==> config.mk <==
export PLATFORM = sky130hd
export DESIGN_NAME = sd_emmc_cmd_device
export DESIGN_NICKNAME = d
export VERILOG_FILES = /design/src/rtl/sd_emmc_pkg.sv /design/src/rtl/sd_emmc_crc7_serial.sv /design/src/rtl/sd_emmc_cmd_device.sv
export SDC_FILE = /design/constraint.sdc
export NUM_CORES = 1
export LEC_CHECK = 0
export CELL_PAD_IN_SITES_DETAIL_PLACEMENT = 1
export CELL_PAD_IN_SITES_GLOBAL_PLACEMENT = 1
export CORE_MARGIN = 2
export CORE_UTILIZATION = 42
export CTS_CLUSTER_SIZE = 16
export DETAILED_ROUTE_END_ITERATION = 16
export HOLD_SLACK_MARGIN = 0.05
export PLACE_DENSITY = 0.95
export SLEW_MARGIN = 20
export SYNTH_ARGS = -nofsm -noshare
export SYNTH_HDL_FRONTEND = slang
export SYNTH_HIERARCHICAL = 1
export SYNTH_SLANG_ARGS = --single-unit
export TNS_END_PERCENT = 20
==> constraint.sdc <==
create_clock -name sd_clk -period 4.52 [get_ports sd_clk]
set_input_delay 0.904 -clock sd_clk [delete_from_list [all_inputs] [get_ports sd_clk]]
set_output_delay 0.904 -clock sd_clk [all_outputs]
set_load 0.02 [all_outputs]
==> src/rtl/sd_emmc_pkg.sv <==
// Shared definitions for the SD/eMMC CMD-line blocks: FSM encoding, frame lengths
// and the serial CRC7 step used by both receive checking and transmit generation.
package sd_emmc_pkg;

  typedef enum logic [2:0] {
    ST_IDLE      = 3'd0,
    ST_RX        = 3'd1,
    ST_CHECK     = 3'd2,
    ST_WAIT_RESP = 3'd3,
    ST_TX_PRE    = 3'd4,
    ST_TX        = 3'd5
  } state_e;

  localparam int          CMD_LEN   = 48;
  localparam int          R2_LEN    = 136;
  localparam logic [6:0]  CRC7_POLY = 7'h09;

  // One bit of x^7 + x^3 + 1, MSB-first input order.
  function automatic logic [6:0] crc7_step(input logic [6:0] crc, input logic bit_in);
    logic fb;
    fb = bit_in ^ crc[6];
    return {crc[5:0], 1'b0} ^ (fb ? CRC7_POLY : 7'h00);
  endfunction

endpackage

==> src/rtl/sd_emmc_crc7_serial.sv <==
// Serial CRC7 accumulator. clear and enable may be asserted together: the bit is
// then folded into a zeroed register, so a frame's first bit needs no extra cycle.
module sd_emmc_crc7_serial
  import sd_emmc_pkg::*;
(
  input  logic       clk,
  input  logic       rst,
  input  logic       clear,
  input  logic       enable,
  input  logic       bit_in,
  output logic [6:0] crc_o
);

  logic [6:0] crc_reg;
  logic [6:0] crc_base;

  assign crc_base = clear ? 7'h00 : crc_reg;
  assign crc_o    = crc_reg;

  always_ff @(posedge clk) begin
    if (rst) begin
      crc_reg <= 7'h00;
    end else if (enable) begin
      crc_reg <= crc7_step(crc_base, bit_in);
    end else if (clear) begin
      crc_reg <= 7'h00;
    end
  end

endmodule

==> src/rtl/sd_emmc_cmd_device.sv <==
// Card-side CMD-line responder: receives 48-bit host commands, checks CRC7/end bit,
// and sends a 48-bit or 136-bit response with CRC7 generated on the fly.
module sd_emmc_cmd_device
  import sd_emmc_pkg::*;
#(
  parameter int NCR_MIN      = 2,
  parameter int RESP_TIMEOUT = 64
) (
  input  logic         sd_clk,
  input  logic         rst,
  input  logic         cmd_in,
  output logic         cmd_out_o,
  output logic         cmd_oe_o,
  output logic         cmd_valid_o,
  output logic [5:0]   cmd_index_o,
  output logic [31:0]  cmd_arg_o,
  output logic         cmd_crc_ok_o,
  input  logic         resp_start_i,
  input  logic         resp_long_i,
  input  logic [119:0] resp_i,
  output logic         busy_o,
  output logic         resp_done_o
);

  state_e        state_reg, state_next;
  logic [7:0]    cnt_reg, cnt_next;
  logic [135:0]  sr_reg, sr_next;
  logic          long_reg, long_next;
  logic [5:0]    index_reg, index_next;
  logic [31:0]   arg_reg, arg_next;
  logic          crc_ok_reg, crc_ok_next;
  logic          valid_reg, valid_next;
  logic          done_reg, done_next;

  logic          rx_crc_clear, rx_crc_en;
  logic          tx_crc_clear, tx_crc_en;
  logic [6:0]    rx_crc, tx_crc;
  logic [7:0]    tx_len;
  logic [46:0]   rx_frame;
  logic [7:0]    crc_off;
  logic [2:0]    crc_sel;

  sd_emmc_crc7_serial u_rx_crc (
    .clk    (sd_clk),
    .rst    (rst),
    .clear  (rx_crc_clear),
    .enable (rx_crc_en),
    .bit_in (cmd_in),
    .crc_o  (rx_crc)
  );

  sd_emmc_crc7_serial u_tx_crc (
    .clk    (sd_clk),
    .rst    (rst),
    .clear  (tx_crc_clear),
    .enable (tx_crc_en),
    .bit_in (sr_reg[R2_LEN-1]),
    .crc_o  (tx_crc)
  );

  assign tx_len   = long_reg ? 8'(R2_LEN) : 8'(CMD_LEN);
  // Bits 46..0 of the incoming frame once the end bit is on the line.
  assign rx_frame = {sr_reg[45:0], cmd_in};

  always_ff @(posedge sd_clk) begin
    if (rst) begin
      state_reg  <= ST_IDLE;
      cnt_reg    <= 8'd0;
      sr_reg     <= '0;
      long_reg   <= 1'b0;
      index_reg  <= 6'd0;
      arg_reg    <= 32'd0;
      crc_ok_reg <= 1'b0;
      valid_reg  <= 1'b0;
      done_reg   <= 1'b0;
    end else begin
      state_reg  <= state_next;
      cnt_reg    <= cnt_next;
      sr_reg     <= sr_next;
      long_reg   <= long_next;
      index_reg  <= index_next;
      arg_reg    <= arg_next;
      crc_ok_reg <= crc_ok_next;
      valid_reg  <= valid_next;
      done_reg   <= done_next;
    end
  end

  always_comb begin
    state_next   = state_reg;
    cnt_next     = cnt_reg;
    sr_next      = sr_reg;
    long_next    = long_reg;
    index_next   = index_reg;
    arg_next     = arg_reg;
    crc_ok_next  = crc_ok_reg;
    valid_next   = 1'b0;
    done_next    = 1'b0;
    rx_crc_clear = 1'b0;
    rx_crc_en    = 1'b0;
    tx_crc_clear = 1'b0;
    tx_crc_en    = 1'b0;

    case (state_reg)
      ST_IDLE: begin
        if (!cmd_in) begin
          state_next   = ST_RX;
          cnt_next     = 8'd0;
          rx_crc_clear = 1'b1;
          rx_crc_en    = 1'b1;
        end
      end

      ST_RX: begin
        sr_next   = {sr_reg[134:0], cmd_in};
        cnt_next  = cnt_reg + 8'd1;
        // Transmission bit through the last argument bit are covered.
        rx_crc_en = (cnt_reg <= 8'd38);
        if (cnt_reg == 8'd0 && !cmd_in) begin
          state_next = ST_IDLE;
        end else if (cnt_reg == 8'd46) begin
          state_next  = ST_CHECK;
          valid_next  = 1'b1;
          index_next  = rx_frame[45:40];
          arg_next    = rx_frame[39:8];
          crc_ok_next = (rx_crc == rx_frame[7:1]) && rx_frame[0];
        end
      end

      ST_CHECK: begin
        state_next = ST_WAIT_RESP;
        cnt_next   = 8'd0;
      end

      ST_WAIT_RESP: begin
        if (resp_start_i) begin
          state_next   = ST_TX_PRE;
          cnt_next     = 8'd0;
          long_next    = resp_long_i;
          tx_crc_clear = 1'b1;
          if (resp_long_i) begin
            sr_next = {2'b00, 6'b111111, resp_i, 8'h00};
          end else begin
            sr_next = {2'b00, resp_i[37:0], 96'd0};
          end
        end else if (!cmd_in) begin
          state_next   = ST_RX;
          cnt_next     = 8'd0;
          rx_crc_clear = 1'b1;
          rx_crc_en    = 1'b1;
        end else if (cnt_reg == 8'(RESP_TIMEOUT - 1)) begin
          state_next = ST_IDLE;
        end else begin
          cnt_next = cnt_reg + 8'd1;
        end
      end

      ST_TX_PRE: begin
        if (cnt_reg == 8'(NCR_MIN - 1)) begin
          state_next = ST_TX;
          cnt_next   = 8'd0;
        end else begin
          cnt_next = cnt_reg + 8'd1;
        end
      end

      ST_TX: begin
        sr_next  = {sr_reg[134:0], 1'b0};
        cnt_next = cnt_reg + 8'd1;
        // Long frames exclude the start/transmission/reserved prefix from the CRC.
        if (long_reg) begin
          tx_crc_en = (cnt_reg >= 8'd8) && (cnt_reg <= 8'd127);
        end else begin
          tx_crc_en = (cnt_reg <= 8'd39);
        end
        if (cnt_reg == tx_len - 8'd1) begin
          state_next = ST_IDLE;
          done_next  = 1'b1;
        end
      end

      default: state_next = ST_IDLE;
    endcase
  end

  // The CRC register is final by the first CRC slot, so it is muxed onto the line.
  always_comb begin
    crc_off   = cnt_reg - (tx_len - 8'd8);
    crc_sel   = 3'(8'd6 - crc_off);
    cmd_out_o = 1'b1;
    if (state_reg == ST_TX) begin
      if (cnt_reg == tx_len - 8'd1) begin
        cmd_out_o = 1'b1;
      end else if (cnt_reg >= tx_len - 8'd8) begin
        cmd_out_o = tx_crc[crc_sel];
      end else begin
        cmd_out_o = sr_reg[R2_LEN-1];
      end
    end
  end

  assign cmd_oe_o     = (state_reg == ST_TX_PRE) || (state_reg == ST_TX);
  assign busy_o       = (state_reg != ST_IDLE);
  assign cmd_valid_o  = valid_reg;
  assign cmd_index_o  = index_reg;
  assign cmd_arg_o    = arg_reg;
  assign cmd_crc_ok_o = crc_ok_reg;
  assign resp_done_o  = done_reg;

endmodule

# Word level (Yosys, flattened, before mapping)
# Cells that the tools add are included.
# Widths: inputs -> output; s select.
[op_classes]
mul = 0
mux = 40
bitwise = 7
order_cmp = 6
shifts = 0
n_div = 0
add_sub_neg = 5
reduce_logical = 18
n_eq_ne = 17
[ops]
columns = ["cell", "n"]
rows = [
  ["$pmux 136 s3", 1],
  ["$mux 136", 1],
  ["$mux 134", 1],
  ["$mux 8", 6],
  ["$pmux 8 s5", 1],
  ["$mux 7", 4],
  ["$mux 3", 8],
  ["$pmux 3 s6", 1],
  ["$eq 8x6->1 const B", 2],
  ["$le 8x6->1 const B", 2],
  ["$xor 7x7->7", 2],
  ["$mux 1", 12],
  ["$add 8x1->8 const B", 1],
  ["$eq 8x1->1 const B", 1],
  ["$eq 8x8->1", 1],
  ["$ge 8x4->1 const B", 1],
  ["$ge 8x8->1", 1],
  ["$le 8x7->1 const B", 1],
  ["$logic_not 8->1", 1],
  ["$mux 4", 2],
  ["$ne 2x2->1 const B", 4],
  ["$ne 4x4->1 const B", 2],
  ["$sub 8x1->8 const B", 1],
  ["$sub 8x4->8 const B", 1],
  ["other kinds (24)", 35],
]
[word_totals]
ff_bits = 203
ramBits = 0
latchBits = 0
output_inout_bits = 44
mem_bits_ro = 0
mem_count = 0

# Longest topological paths before layout
# Gate-level depths: netlist of run 1.
[logic_depth]
ltp_word = 9
mapped_depth = 10
ltp_nobuf = 8

# By module
# The synthesis of run 1 kept the hierarchy.
[by_module_without_submodules]
columns = ["mod", "area_per_inst_um2", "n_inst", "cells_per_inst"]
rows = [
  ["sd_emmc_cmd_device", 8740.9, 1, 1077],
  ["sd_emmc_crc7_serial", 326.6, 2, 34],
]

# Least setup slack after synthesis of run 1
# OpenSTA, ideal clock, no wires.
[synth_path]
path_kind = "register to output"
start = "reg cnt_reg[3]"
end = "out cmd_out_o"
slack_ns = 1.314
path_buffers = 1
t_arrival_ns = 2.302
path_stages_with_launch = 8
t_required_ns = 3.616
path_cell_list = "dfxtp_1 clkbuf_1 inv_1 ha_1 nor4b_1 o31a_1 o31a_1 o311ai_0"
[synth_between]
elab_chain_cells = 4
elab_cells_between_ends = 5
classes_between = "order compare (1); eq/ne (1); mux (3)"
[synth_lines]
columns = ["item", "line_no", "text"]
rows = [
  ["start: declaration", "sd_emmc_cmd_device.sv:26", "logic [7:0] cnt_reg, cnt_next;"],
  ["start signal: assignment", "sd_emmc_cmd_device.sv:78", "cnt_reg <= cnt_next;"],
  ["$ge 8x8->1", "sd_emmc_cmd_device.sv:194", "end else if (cnt_reg >= tx_len - 8'd8) begin"],
  ["$mux 1", "sd_emmc_cmd_device.sv:194", ""],
  ["$mux 1 (*)", "sd_emmc_cmd_device.sv:192", "if (cnt_reg == tx_len - 8'd1) begin"],
  ["$mux 1 (*)", "sd_emmc_cmd_device.sv:191", "if (state_reg == ST_TX) begin"],
  ["end: declaration", "sd_emmc_cmd_device.sv:12", "output logic cmd_out_o,"],
]
# Every way passes the cells marked *; elsewhere a longest branch is shown, timed or not.

# Worst setup path in the final report of run 1
# Ends and elaborated chain as after synthesis.

==> results by group, run 1 <==
Logic synthesis
  • Cells after Synth: 1145
  • Fraction of synthesized cell area taken by the top area cell type: 0.433
  • Synth warnings: 6
  • Async set-or-reset flop fraction in the synthesized netlist: 0
  • Leading post-synthesis cells by cell area: dfxtp_1 (43%), mux2i_1 (8.7%), a311oi_1 (8.3%)
  • Sequential share of the synthesized area: 0.433
  • Post-synth EDFFs: 0
  • Cell area after synthesis: about 0.0094 mm²
  • Commonest register cell after synthesis: dfxtp_1
  • Number of nets produced by synthesis: around 1300
  • Mean Syn Cell Area: a little over 8 µm²
  • Count of unique library cells instantiated by Yosys: between 50 and 60
  • Total of flip-flops plus latches after synthesis: between 200 and 250
  • Cell taking the most area after synthesis: dfxtp_1

Setup path
  • Startpoint of the worst setup timing path: cnt_reg[3]
  • Endpoint of the most critical setup path: cmd_out_o
  • Worst r2r path cells: 6
  • Startpoint type of the worst setup path: register
  • Critical path peak fanout: 8
  • Startpoint of the lowest-slack register-to-register path: cnt_reg[2]
  • Type of destination of the critical path: primary output
  • Library cell appearing most often on the critical path: o31a_1
  • Slowest CP cell: clkdlybuf4s50_1
  • Crit Path Category: reg2out
  • Data arrival time of the critical path: 2930 ps
  • Crit path cell chain: inv_1 -> ha_1 -> nor4b_1 -> o31a_1 -> o31a_1 -> o311ai_0 -> clkdlybuf4s50_1
  • Flop-to-flop setup slack: 1680 ps
  • WP data required: around 3600 ps
  • Delay of the slowest cell on the worst path: between 600 and 700 ps
  • Worst r2r dst: cmd_index_o[5]

Clock network
  • Number of hold buffers added after CTS: 0
  • Worst-skew pair later-pin latency: 500 ps
  • Clock H-tree levels: 1
  • TritonCTS clock tree: yes
  • Maximum count of clock buffers along a single path: 3
  • Clock sinks: roughly 200
  • PostCTS Resize Cnt: 0
  • Number of CTS-inserted buffers: 22
  • Post CTS Setup Buffer Count: 0
  • Buffer type at the clock tree root: clkbuf_16
  • Clock-pin slew on the worst setup and hold paths: approximately 60 ps

Min path
  • Path category of the worst min-delay check: reg2reg
  • Cell count of the worst hold path: 2

Timing
  • Final Hold Viols: 0
  • Worst-Margin Slew: roughly 1000 ps
  • Setup repair after global routing missed its margin: no
  • Crit share post-route: 0.847
  • Final clock skew: 12.7 ps
  • Final setup fails: 0
  • Final slew viol count: 0
  • Highest clock rate: 261 MHz
  • TNS Setup: 0 ps
  • Final WS setup: a little under 700 ps
  • Slew Limit Headroom: 0.309
  • Minimum clock period after layout: around 3800 ps
  • Worst hold slack across all endpoints: around 450 ps

Route
  • Initial drt markers: roughly 510
  • Detailed-routing iteration count for the pre-antenna-repair pass: 5
  • Routed Antenna Nets: 0
  • Final wirelength: approximately 28000 µm
  • Vias: around 9000
  • Post-DR wirelength/cell: around 19 µm
  • Vias per cell: between 5 and 6
  • DRC errors left: 0

Floorplan
  • Core outline area: roughly 0.022 mm²
  • Die Area: between 0.02 and 0.025 mm²
  • Chip Width: between 150 and 200 µm
  • Chip height: about 150 µm
  • Number of top-level design ports: about 170
  • Cell row count: 54
  • Starting Density: 0.429

Layout
  • Number of flip-flops under the largest register name: approximately 140
  • Most frequent cells in the layout: dfxtp_1 (203), nand2_1 (185), clkdlybuf4s50_1 (166), nor2_1 (149), nand3_1 (98)
  • Number of inserted diodes: 0
  • Fraction of layout cells with a size suffix above 1: 0.0462
  • Count of nets after finishing: approximately 1400
  • Fill cell total of the finished layout: 2582
  • Most common cell after layout, fill and taps aside: dfxtp_1
  • Final standard cell area without fillers: 0.0119 mm²
  • Synth-to-layout area growth: 26.4%

GRT
  • Vias in the first global route: about 9000
  • Number of antenna violations at the first check in global routing: 0
  • Remaining Overflow, GRT: 0
  • Pin count of the biggest net entering global routing: 143
  • First-pass GRT wire length: ~46000 µm
  • Tot GR Track Use: 0.233

Place
  • Quantity of I/O buffers inserted on ports: between 150 and 200
  • Worst setup slack after placement: 1010 ps
  • Placer's final routability congestion estimate: approximately 0.9
  • Dpl hpwl: ~19000 µm
  • Dpl cell area: around 0.011 mm²

Run status
  • Result of the run: complete, no violations

Run
  • # Max-Cap Violations: 0

Pwr
  • Worst vdd ir: ~0.00036 V
  • Power consumption: between 5 and 6 mW
  • PD cells: between 500 and 600 mW/mm²
  • Static leakage power: roughly 4.2 nW
[Yosys cell counts (3+ instances only)]
master    count
o211ai_1     39
nor3_1       14
nand2b_1      3
buf_2         6
mux2i_1      82
ha_1          7
buf_4         6
a32o_1        3
o31a_1        3
buf_1         5
nand3_1      98
nor3b_1       3
a22oi_1       4
nor2_1      149
inv_1        17
nand4_1       7
a21oi_1      58
o21ai_0      10
xnor2_1       8
dfxtp_1     203
nor4_1        3
a31oi_1       5
a311oi_1     89
or3_1         7
clkbuf_1     91
nand2_1     186
[through the flow]
stage / util / cells
after floorplan: - / 1145
after global placement: 0.508 / 1494
after detailed placement: 0.508 / 1494
after CTS: 0.541 / 1534
after global routing: 0.543 / 1535
final: 0.543 / 1535
[where the power goes]
group	internal, mW	total, mW	switching, mW	leakage (nW)
combinational	0.661	1.72	1.05	2.24
clock	1.06	1.79	0.731	0.348
sequential	2.17	2.46	0.284	1.65
total	3.89	5.96	2.07	4.24
[per-layer routing]
metal  track usage  vias up  wire [µm]
li1              -     4295          -
met1         0.293     4372      12100
met2         0.409      246      13900
met3        0.0426       64       1670
met4        0.0660        0        732
met5             0        -          0
[logic make-up (layout without fill, tap and decap cells)]
logic type                 Yosys count  after routing  synth area share
and+or+nand+nor                    488            488             0.226
AOI/OAI and AO/OA                  228            228             0.178
DFF                                203            203             0.433
buffers and inverters              126            236            0.0543
muxes                               83             83            0.0898
xor gates and xnor gates            10             10           0.00932
adders and majority gates            7              7           0.00932
[how the worst min path moves through the flow]
stage                      startpoint          end  slack, ps
after CTS                 sr_reg[113]  sr_reg[113]        460
after global placement    sr_reg[108]  sr_reg[108]        440
after global routing      sr_reg[114]  sr_reg[114]        480
after detailed placement  sr_reg[113]  sr_reg[113]        450
after floorplan           sr_reg[100]  sr_reg[100]        430
final                     sr_reg[113]  sr_reg[113]        450
[final cells by class]
type                    count  area [µm²]  area share
well taps                 280         350      0.0295
flip-flops and latches    203        4060       0.342
repair buffers            179        1830       0.154
clock inverters             8        72.6     0.00611
multi-input cells         816        4840       0.408
inverters                  17        63.8     0.00537
clock buffers              32         649      0.0547
[critical path: cells and delay by family (launching register included)]
kind            cells  cell delay [ps]
buf+inv             2              750
compound gates      3              800
fa+ha+maj           1              300
simple gates        1              140
flops               1              450
(Power assumes the default switching activity.)
==> run 2, diff against run 1 <==
--- a/config.mk
+++ b/config.mk
@@ -8,11 +8,11 @@
 export CELL_PAD_IN_SITES_DETAIL_PLACEMENT = 1
 export CELL_PAD_IN_SITES_GLOBAL_PLACEMENT = 1
 export CORE_MARGIN = 2
-export CORE_UTILIZATION = 42
+export CORE_UTILIZATION = 39
 export CTS_CLUSTER_SIZE = 16
 export DETAILED_ROUTE_END_ITERATION = 16
 export HOLD_SLACK_MARGIN = 0.05
-export PLACE_DENSITY = 0.95
+export PLACE_DENSITY = 0.9
 export SLEW_MARGIN = 20
 export SYNTH_ARGS = -nofsm -noshare
 export SYNTH_HDL_FRONTEND = slang
==> constraint.sdc (replaced) <==
create_clock -name sd_clk -period 3.8 [get_ports sd_clk]
set_input_delay 0.76 -clock sd_clk [delete_from_list [all_inputs] [get_ports sd_clk]]
set_output_delay 0.76 -clock sd_clk [all_outputs]
set_load 0.02 [all_outputs]
==> results by group, run 2 (synthesis gave the netlist of run 1 again) <==
Pwr
  • Share of power burned in registers: 0.402 (was 0.412)
  • PD cells: 604 mW/mm² (was 502 mW/mm²)
  • Share of total power in the clock network: 0.314 (was 0.300)
  • Worst vdd ir: 0.000266 V (was 0.000362 V)
  • Cell-internal power: 4.78 mW (was 3.89 mW)
  • Static leakage power: 4.31 nW (was 4.24 nW)
  • Proportion of power drawn by combinational gates: 0.284 (was 0.288)
  • Sw Share: 0.343 (was 0.347)
  • Net switching power: 2.50 mW (was 2.07 mW)

Timing
  • TNS Setup: 0 ps (unchanged)
  • Setup repair after global routing missed its margin: no (unchanged)
  • Highest clock rate: approximately 300 MHz
  • Worst-Margin Slew: 1060 ps (was 1030 ps)
  • Final WS setup: 453 ps (was 690 ps)
  • Final slew viol count: 0 (unchanged)
  • Minimum clock period after layout: around 3300 ps
  • Slew Limit Headroom: 0.294 (was 0.309)
  • Final Hold Viols: 0 (unchanged)
  • Final setup fails: 0 (unchanged)
  • Final clock skew: 9.36 ps (was 12.7 ps)
  • Crit share post-route: 0.881

Floorplan
  • Cell row count: 56 (was 54)
  • Starting Density: 0.399 (was 0.429)
  • Number of top-level design ports: 169 (unchanged)
  • Core outline area: 0.0235 mm² (was 0.0219 mm²)
  • Chip Width: 159 µm (was 154 µm)
  • Die Area: 0.0253 mm² (was 0.0236 mm²)
  • Chip height: 159 µm (was 154 µm)

Layout
  • Synth-to-layout area growth: 28.2% (was 26.4%)
  • Number of flip-flops under the largest register name: 136 (unchanged)
  • Most frequent cells in the layout: dfxtp_1 (203), nand2_1 (185), clkdlybuf4s50_1 (165), nor2_1 (149), nand3_1 (98) (was dfxtp_1 (203), nand2_1 (185), clkdlybuf4s50_1 (166), nor2_1 (149), nand3_1 (98))
  • Fill cell total of the finished layout: 2766 (was 2582)
  • Fraction of layout cells with a size suffix above 1: 0.0546 (was 0.0462)
  • Most common cell after layout, fill and taps aside: dfxtp_1 (unchanged)
  • Count of nets after finishing: 1380 (was 1371)

Setup path
  • Crit path cell chain: inv_1 -> ha_1 -> nor4b_1 -> o31a_1 -> o31a_1 -> o311ai_0 -> dlymetal6s2s_1 (was inv_1 -> ha_1 -> nor4b_1 -> o31a_1 -> o31a_1 -> o311ai_0 -> clkdlybuf4s50_1)
  • Crit Path Category: reg2out (unchanged)
  • Data arrival time of the critical path: 2590 ps (was 2930 ps)
  • Library cell appearing most often on the critical path: o31a_1 (unchanged)
  • WP data required: 3040 ps (was 3620 ps)
  • Startpoint type of the worst setup path: register (unchanged)
  • Delay of the slowest cell on the worst path: 470 ps (was 670 ps)
  • Critical path peak fanout: 8 (unchanged)
  • Slowest CP cell: dfxtp_1 (was clkdlybuf4s50_1)
  • Type of destination of the critical path: primary output (unchanged)

Route
  • Post-DR wirelength/cell: 17.9 µm (was 18.5 µm)
  • DRC errors left: 0 (unchanged)
  • Final wirelength: 28300 µm (was 28400 µm)
  • Vias per cell: 5.58 (was 5.85)
  • Routed Antenna Nets: 0 (unchanged)
  • Initial drt markers: 454 (was 506)
  • Vias: 8837 (was 8977)
  • Detailed-routing iteration count for the pre-antenna-repair pass: 5 (unchanged)

GRT
  • First-pass GRT wire length: 47000 µm (was 46500 µm)
  • Vias in the first global route: 9178 (was 9069)
  • Remaining Overflow, GRT: 0 (unchanged)
  • Pin count of the biggest net entering global routing: 97 (was 143)
  • Number of antenna violations at the first check in global routing: 1 (was 0)
  • Tot GR Track Use: 0.219 (was 0.233)

Clock network
  • Maximum count of clock buffers along a single path: 3 (unchanged)
  • Clock sinks: 203 (unchanged)
  • Post CTS Setup Buffer Count: 0 (unchanged)
  • Buffer type at the clock tree root: clkbuf_16 (unchanged)
  • Number of CTS-inserted buffers: 23 (was 22)
  • Number of hold buffers added after CTS: 0 (unchanged)
  • PostCTS Resize Cnt: 0 (unchanged)
  • Clock-pin slew on the worst setup and hold paths: 60 ps (about the same)
  • Worst-skew pair later-pin latency: 500 ps (about the same)
  • Clock H-tree levels: 1 (unchanged)
  • TritonCTS clock tree: yes (unchanged)

Run
  • # Max-Cap Violations: 0 (unchanged)

Place
  • Dpl hpwl: 19000 µm (was 18500 µm)
  • Placer's final routability congestion estimate: 0.903 (was 0.892)
  • Worst setup slack after placement: 541 ps (was 1010 ps)
  • Quantity of I/O buffers inserted on ports: 168 (unchanged)

Min path
  • Path category of the worst min-delay check: reg2reg (unchanged)

Run status
  • Result of the run: complete, no violations (unchanged)
## run 2: changes by cell type in the layout (fill, tap and decap cells not counted), sizes merged
cell,change
buf,+8
dlymetal6s2s,+1
bufinv,+1
clkdlybuf4s50,-1
clkbuf,+1
clkinv,-1
diode,+1
inv,+2
clkinvlp,-2
## run 2: layer usage
metal  track usage  routed length [µm]  share of wire  up-vias
met4        0.0525                 564          0.020        0
met5             0                   0              0        -
met1         0.274               12400           0.44     4300
met2         0.389               14000           0.49      195
li1              -                   -              -     4309
met3        0.0414                1360          0.048       33
## run 2: per-stage QoR
step	instance area [µm²]	cells	utilization	hold slack, ps	total power [mW]
finish	12000	1584	0.512	454	7.27
global route	12000	1583	0.512	479	7.73
CTS	12000	1583	0.511	454	7.33
detailed placement	11300	1542	0.478	445	5.01
global placement	11300	1542	0.478	438	4.87
floorplan	9390	1145	-	432	4.32
## run 2: layout make-up
type / instances / area [µm²] / share of cell area
Clock buffer: 33 / 683 / 0.0567
Inverter: 17 / 63.8 / 0.00530
Multi-Input combinational cell: 816 / 4840 / 0.402
Timing Repair Buffer: 187 / 1890 / 0.157
Clock inverter: 8 / 100 / 0.00831
Antenna cell: 1 / 2.50 / 0.000208
Tap cell: 319 / 399 / 0.0331
Sequential cell: 203 / 4060 / 0.337
## run 2: worst paths after layout
kind,startpoint,end,slack (ps),cells past startpoint
worst max-delay path,cnt_reg[3],cmd_out_o,450,7
worst min register to register,sr_reg[133],sr_reg[133],450,2
worst min-delay path,sr_reg[133],sr_reg[133],450,2
worst max register to register,cnt_reg[2],cmd_crc_ok_o,1000,6
## run 2: critical path, delay by kind of cell, from the launching register on
family,cells,cell delay [ps]
AOI/OAI and AO/OA,3,810
and+or+nand+nor,1,150
DFF,1,470
buffers and inverters,2,360
adders and majority gates,1,310
## run 2: power by group through the flow
stage / registers [mW] / logic (mW) / clock network [mW]
5_1_grt: 2.98 / 2.32 / 2.43
6_report: 2.92 / 2.07 / 2.28
3_5_place_dp: 2.96 / 2.06 / 0
4_1_cts: 2.92 / 2.07 / 2.34
3_3_place_gp: 2.92 / 1.95 / 0
2_1_floorplan: 2.84 / 1.48 / 0
==> run 3, diff against run 2 <==
--- a/config.mk
+++ b/config.mk
@@ -5,14 +5,16 @@
 export SDC_FILE = /design/constraint.sdc
 export NUM_CORES = 1
 export LEC_CHECK = 0
+export CAP_MARGIN = 30
 export CELL_PAD_IN_SITES_DETAIL_PLACEMENT = 1
 export CELL_PAD_IN_SITES_GLOBAL_PLACEMENT = 1
 export CORE_MARGIN = 2
-export CORE_UTILIZATION = 39
+export CORE_UTILIZATION = 40
+export CTS_BUF_LIST = sky130_fd_sc_hd__clkbuf_4
 export CTS_CLUSTER_SIZE = 16
 export DETAILED_ROUTE_END_ITERATION = 16
 export HOLD_SLACK_MARGIN = 0.05
-export PLACE_DENSITY = 0.9
+export PLACE_DENSITY = 0.92
 export SLEW_MARGIN = 20
 export SYNTH_ARGS = -nofsm -noshare
 export SYNTH_HDL_FRONTEND = slang
==> results by group, run 3 (synthesis gave the netlist of run 1 again) <==
Timing
  • TNS Setup: 0 ps (unchanged)
  • Crit share post-route: 0.936 (was 0.881)
  • Final clock skew: 37.2 ps (was 9.36 ps)
  • Worst-Margin Slew: 963 ps (was 1060 ps)
  • Minimum clock period after layout: 3560 ps (was 3350 ps)
  • Final setup fails: 0 (unchanged)
  • Final slew viol count: 0 (unchanged)
  • Final WS setup: 243 ps (was 453 ps)
  • Final Hold Viols: 0 (unchanged)
  • Highest clock rate: 281 MHz (was 299 MHz)
  • Setup repair after global routing missed its margin: no (unchanged)
  • Worst hold slack across all endpoints: 459 ps (was 454 ps)
  • Slew Limit Headroom: 0.358 (was 0.294)

Floorplan
  • Core outline area: 0.0233 mm² (was 0.0235 mm²)
  • Chip Width: 157 µm (was 159 µm)
  • Chip height: 157 µm (was 159 µm)
  • Number of top-level design ports: 169 (unchanged)
  • Die Area: 0.0247 mm² (was 0.0253 mm²)
  • Cell row count: 56 (unchanged)
  • Starting Density: 0.404 (was 0.399)

Place
  • Quantity of I/O buffers inserted on ports: 168 (unchanged)
  • Worst setup slack after placement: 576 ps (was 541 ps)
  • Post-Place Cells: 1536 (was 1542)
  • Dpl hpwl: 18400 µm (was 19000 µm)
  • Placer's final routability congestion estimate: 0.880 (was 0.903)
  • Dpl cell area: 0.0112 mm² (was 0.0113 mm²)

Min path
  • Min-Delay Startpoint: sr_reg[108] (was sr_reg[133])
  • Path category of the worst min-delay check: reg2reg (unchanged)

GRT
  • Number of antenna violations at the first check in global routing: 3 (was 1)
  • First-pass GRT wire length: 46000 µm (was 47000 µm)
  • Tot GR Track Use: 0.227 (was 0.219)
  • Vias in the first global route: 9279 (was 9178)
  • Remaining Overflow, GRT: 0 (unchanged)
  • Pin count of the biggest net entering global routing: 132 (was 97)

Setup path
  • Startpoint type of the worst setup path: register (unchanged)
  • Startpoint of the lowest-slack register-to-register path: cnt_reg[2] (unchanged)
  • Crit Path Category: reg2out (unchanged)
  • Critical path peak fanout: 8 (unchanged)
  • WP data required: 3040 ps (about the same)
  • Data arrival time of the critical path: 2800 ps (was 2590 ps)
  • Type of destination of the critical path: primary output (unchanged)
  • Startpoint of the worst setup timing path: cnt_reg[3] (unchanged)

Layout
  • Multi-input gate area in the final layout: 0.00484 mm² (unchanged)
  • Fraction of layout cells with a size suffix above 1: 0.0918 (was 0.0546)
  • Number of flip-flops under the largest register name: 136 (unchanged)
  • Synth-to-layout area growth: 27.8% (was 28.2%)
  • Most common cell after layout, fill and taps aside: dfxtp_1 (unchanged)
  • Non-filler instance count after layout: 1640 (was 1584)
  • Post-layout utilization of the core: 0.516 (was 0.512)
  • Fill cell total of the finished layout: 2799 (was 2766)
  • Most frequent cells in the layout: dfxtp_1 (203), nand2_1 (185), clkdlybuf4s50_1 (165), nor2_1 (149), nand3_1 (98) (unchanged)
  • Count of nets after finishing: 1407 (was 1380)
  • Final standard cell area without fillers: 0.0120 mm² (about the same)
  • Sequential cell area: 0.00406 mm² (unchanged)

Clock network
  • Buffer type at the clock tree root: clkbuf_4 (was clkbuf_16)
  • Maximum count of clock buffers along a single path: 3 (unchanged)
  • Clock sinks: 203 (unchanged)
  • Number of CTS-inserted buffers: 55 (was 23)
  • Worst-skew pair later-pin latency: 660 ps (was 500 ps)
  • Clock H-tree levels: 2 (was 1)
  • TritonCTS clock tree: yes (unchanged)
  • Post CTS Setup Buffer Count: 0 (unchanged)
  • Clock-pin slew on the worst setup and hold paths: 70 ps (was 60 ps)

Run status
  • Result of the run: complete, no violations (unchanged)

Route
  • DRC errors left: 0 (unchanged)
  • Initial drt markers: 525 (was 454)
  • Detailed-routing iteration count for the pre-antenna-repair pass: 4 (was 5)
  • Vias: 9095 (was 8837)
  • Final wirelength: 28600 µm (was 28300 µm)
  • Vias per cell: 5.55 (was 5.58)
  • Routed Antenna Nets: 0 (unchanged)
  • Post-DR wirelength/cell: 17.5 µm (was 17.9 µm)

Pwr
  • Power consumption: 7.04 mW (was 7.27 mW)
  • Static leakage power: 4.37 nW (was 4.31 nW)
  • PD cells: 586 mW/mm² (was 604 mW/mm²)
  • Worst vdd ir: 0.000406 V (was 0.000266 V)

Run
  • # Max-Cap Violations: 0 (unchanged)
-- run 3: cell count changes in the layout (fill, tap and decap cells not counted), moves of 2 or more --
cell and delta:
clkbuf_4 +92, clkinv_1 +5, buf_4 -6, clkbuf_1 -3, clkbuf_8 -7, diode_2 +2
clkinv_2 -3, clkbuf_16 -23
-- run 3: final cells by class --
type | instances | share of cell area
clock inverter | 8 | 0.00552
inverter | 17 | 0.00532
antenna | 3 | 0.000625
sequential | 203 | 0.339
tap | 319 | 0.0333
clock buffer | 92 | 0.0575
timing repair buffer | 182 | 0.156
multi-input combinational | 816 | 0.404
-- run 3: worst max-delay path, stage by stage, from the launching register on --
cell,delay (ps)
dfxtp_1,470
inv_1,80
ha_1,310
nor4b_1,150
o31a_1,250
o31a_1,250
o311ai_0,270
dlygate4sd2_1,380
-- run 3: report_power, final --
part	leakage, nW	switching [mW]	internal, mW
logic	2.26	1.27	0.775
registers	1.65	0.328	2.59
clock network	0.454	0.925	1.15
total	4.37	2.52	4.51
-- run 3: what timing repair did --
item | in CTS | in global routing
setup endpoints to repair | 1 | 0
hold buffers | 0 | 0
gates resized for setup | 1 | 0
-- run 3: final timing paths --
| path | endpoint | slack [ps] | depth (start not counted) |
|---|---|---|---|
| setup reg to reg | cmd_crc_ok_o | 1080 | 6 |
| hold / removal | sr_reg[108] | 460 | 2 |
| hold reg to reg | sr_reg[108] | 460 | 2 |
| setup / recovery | cmd_out_o | 240 | 7 |
-- run 3: per-layer routing --
| metal | global-route usage | part of all wire | routed length, µm |
|---|---|---|---|
| met1 | 0.277 | 0.43 | 12400 |
| met3 | 0.0523 | 0.053 | 1520 |
| met2 | 0.393 | 0.49 | 14100 |
| met5 | 0 | 0 | 0 |
| met4 | 0.0801 | 0.023 | 648 |
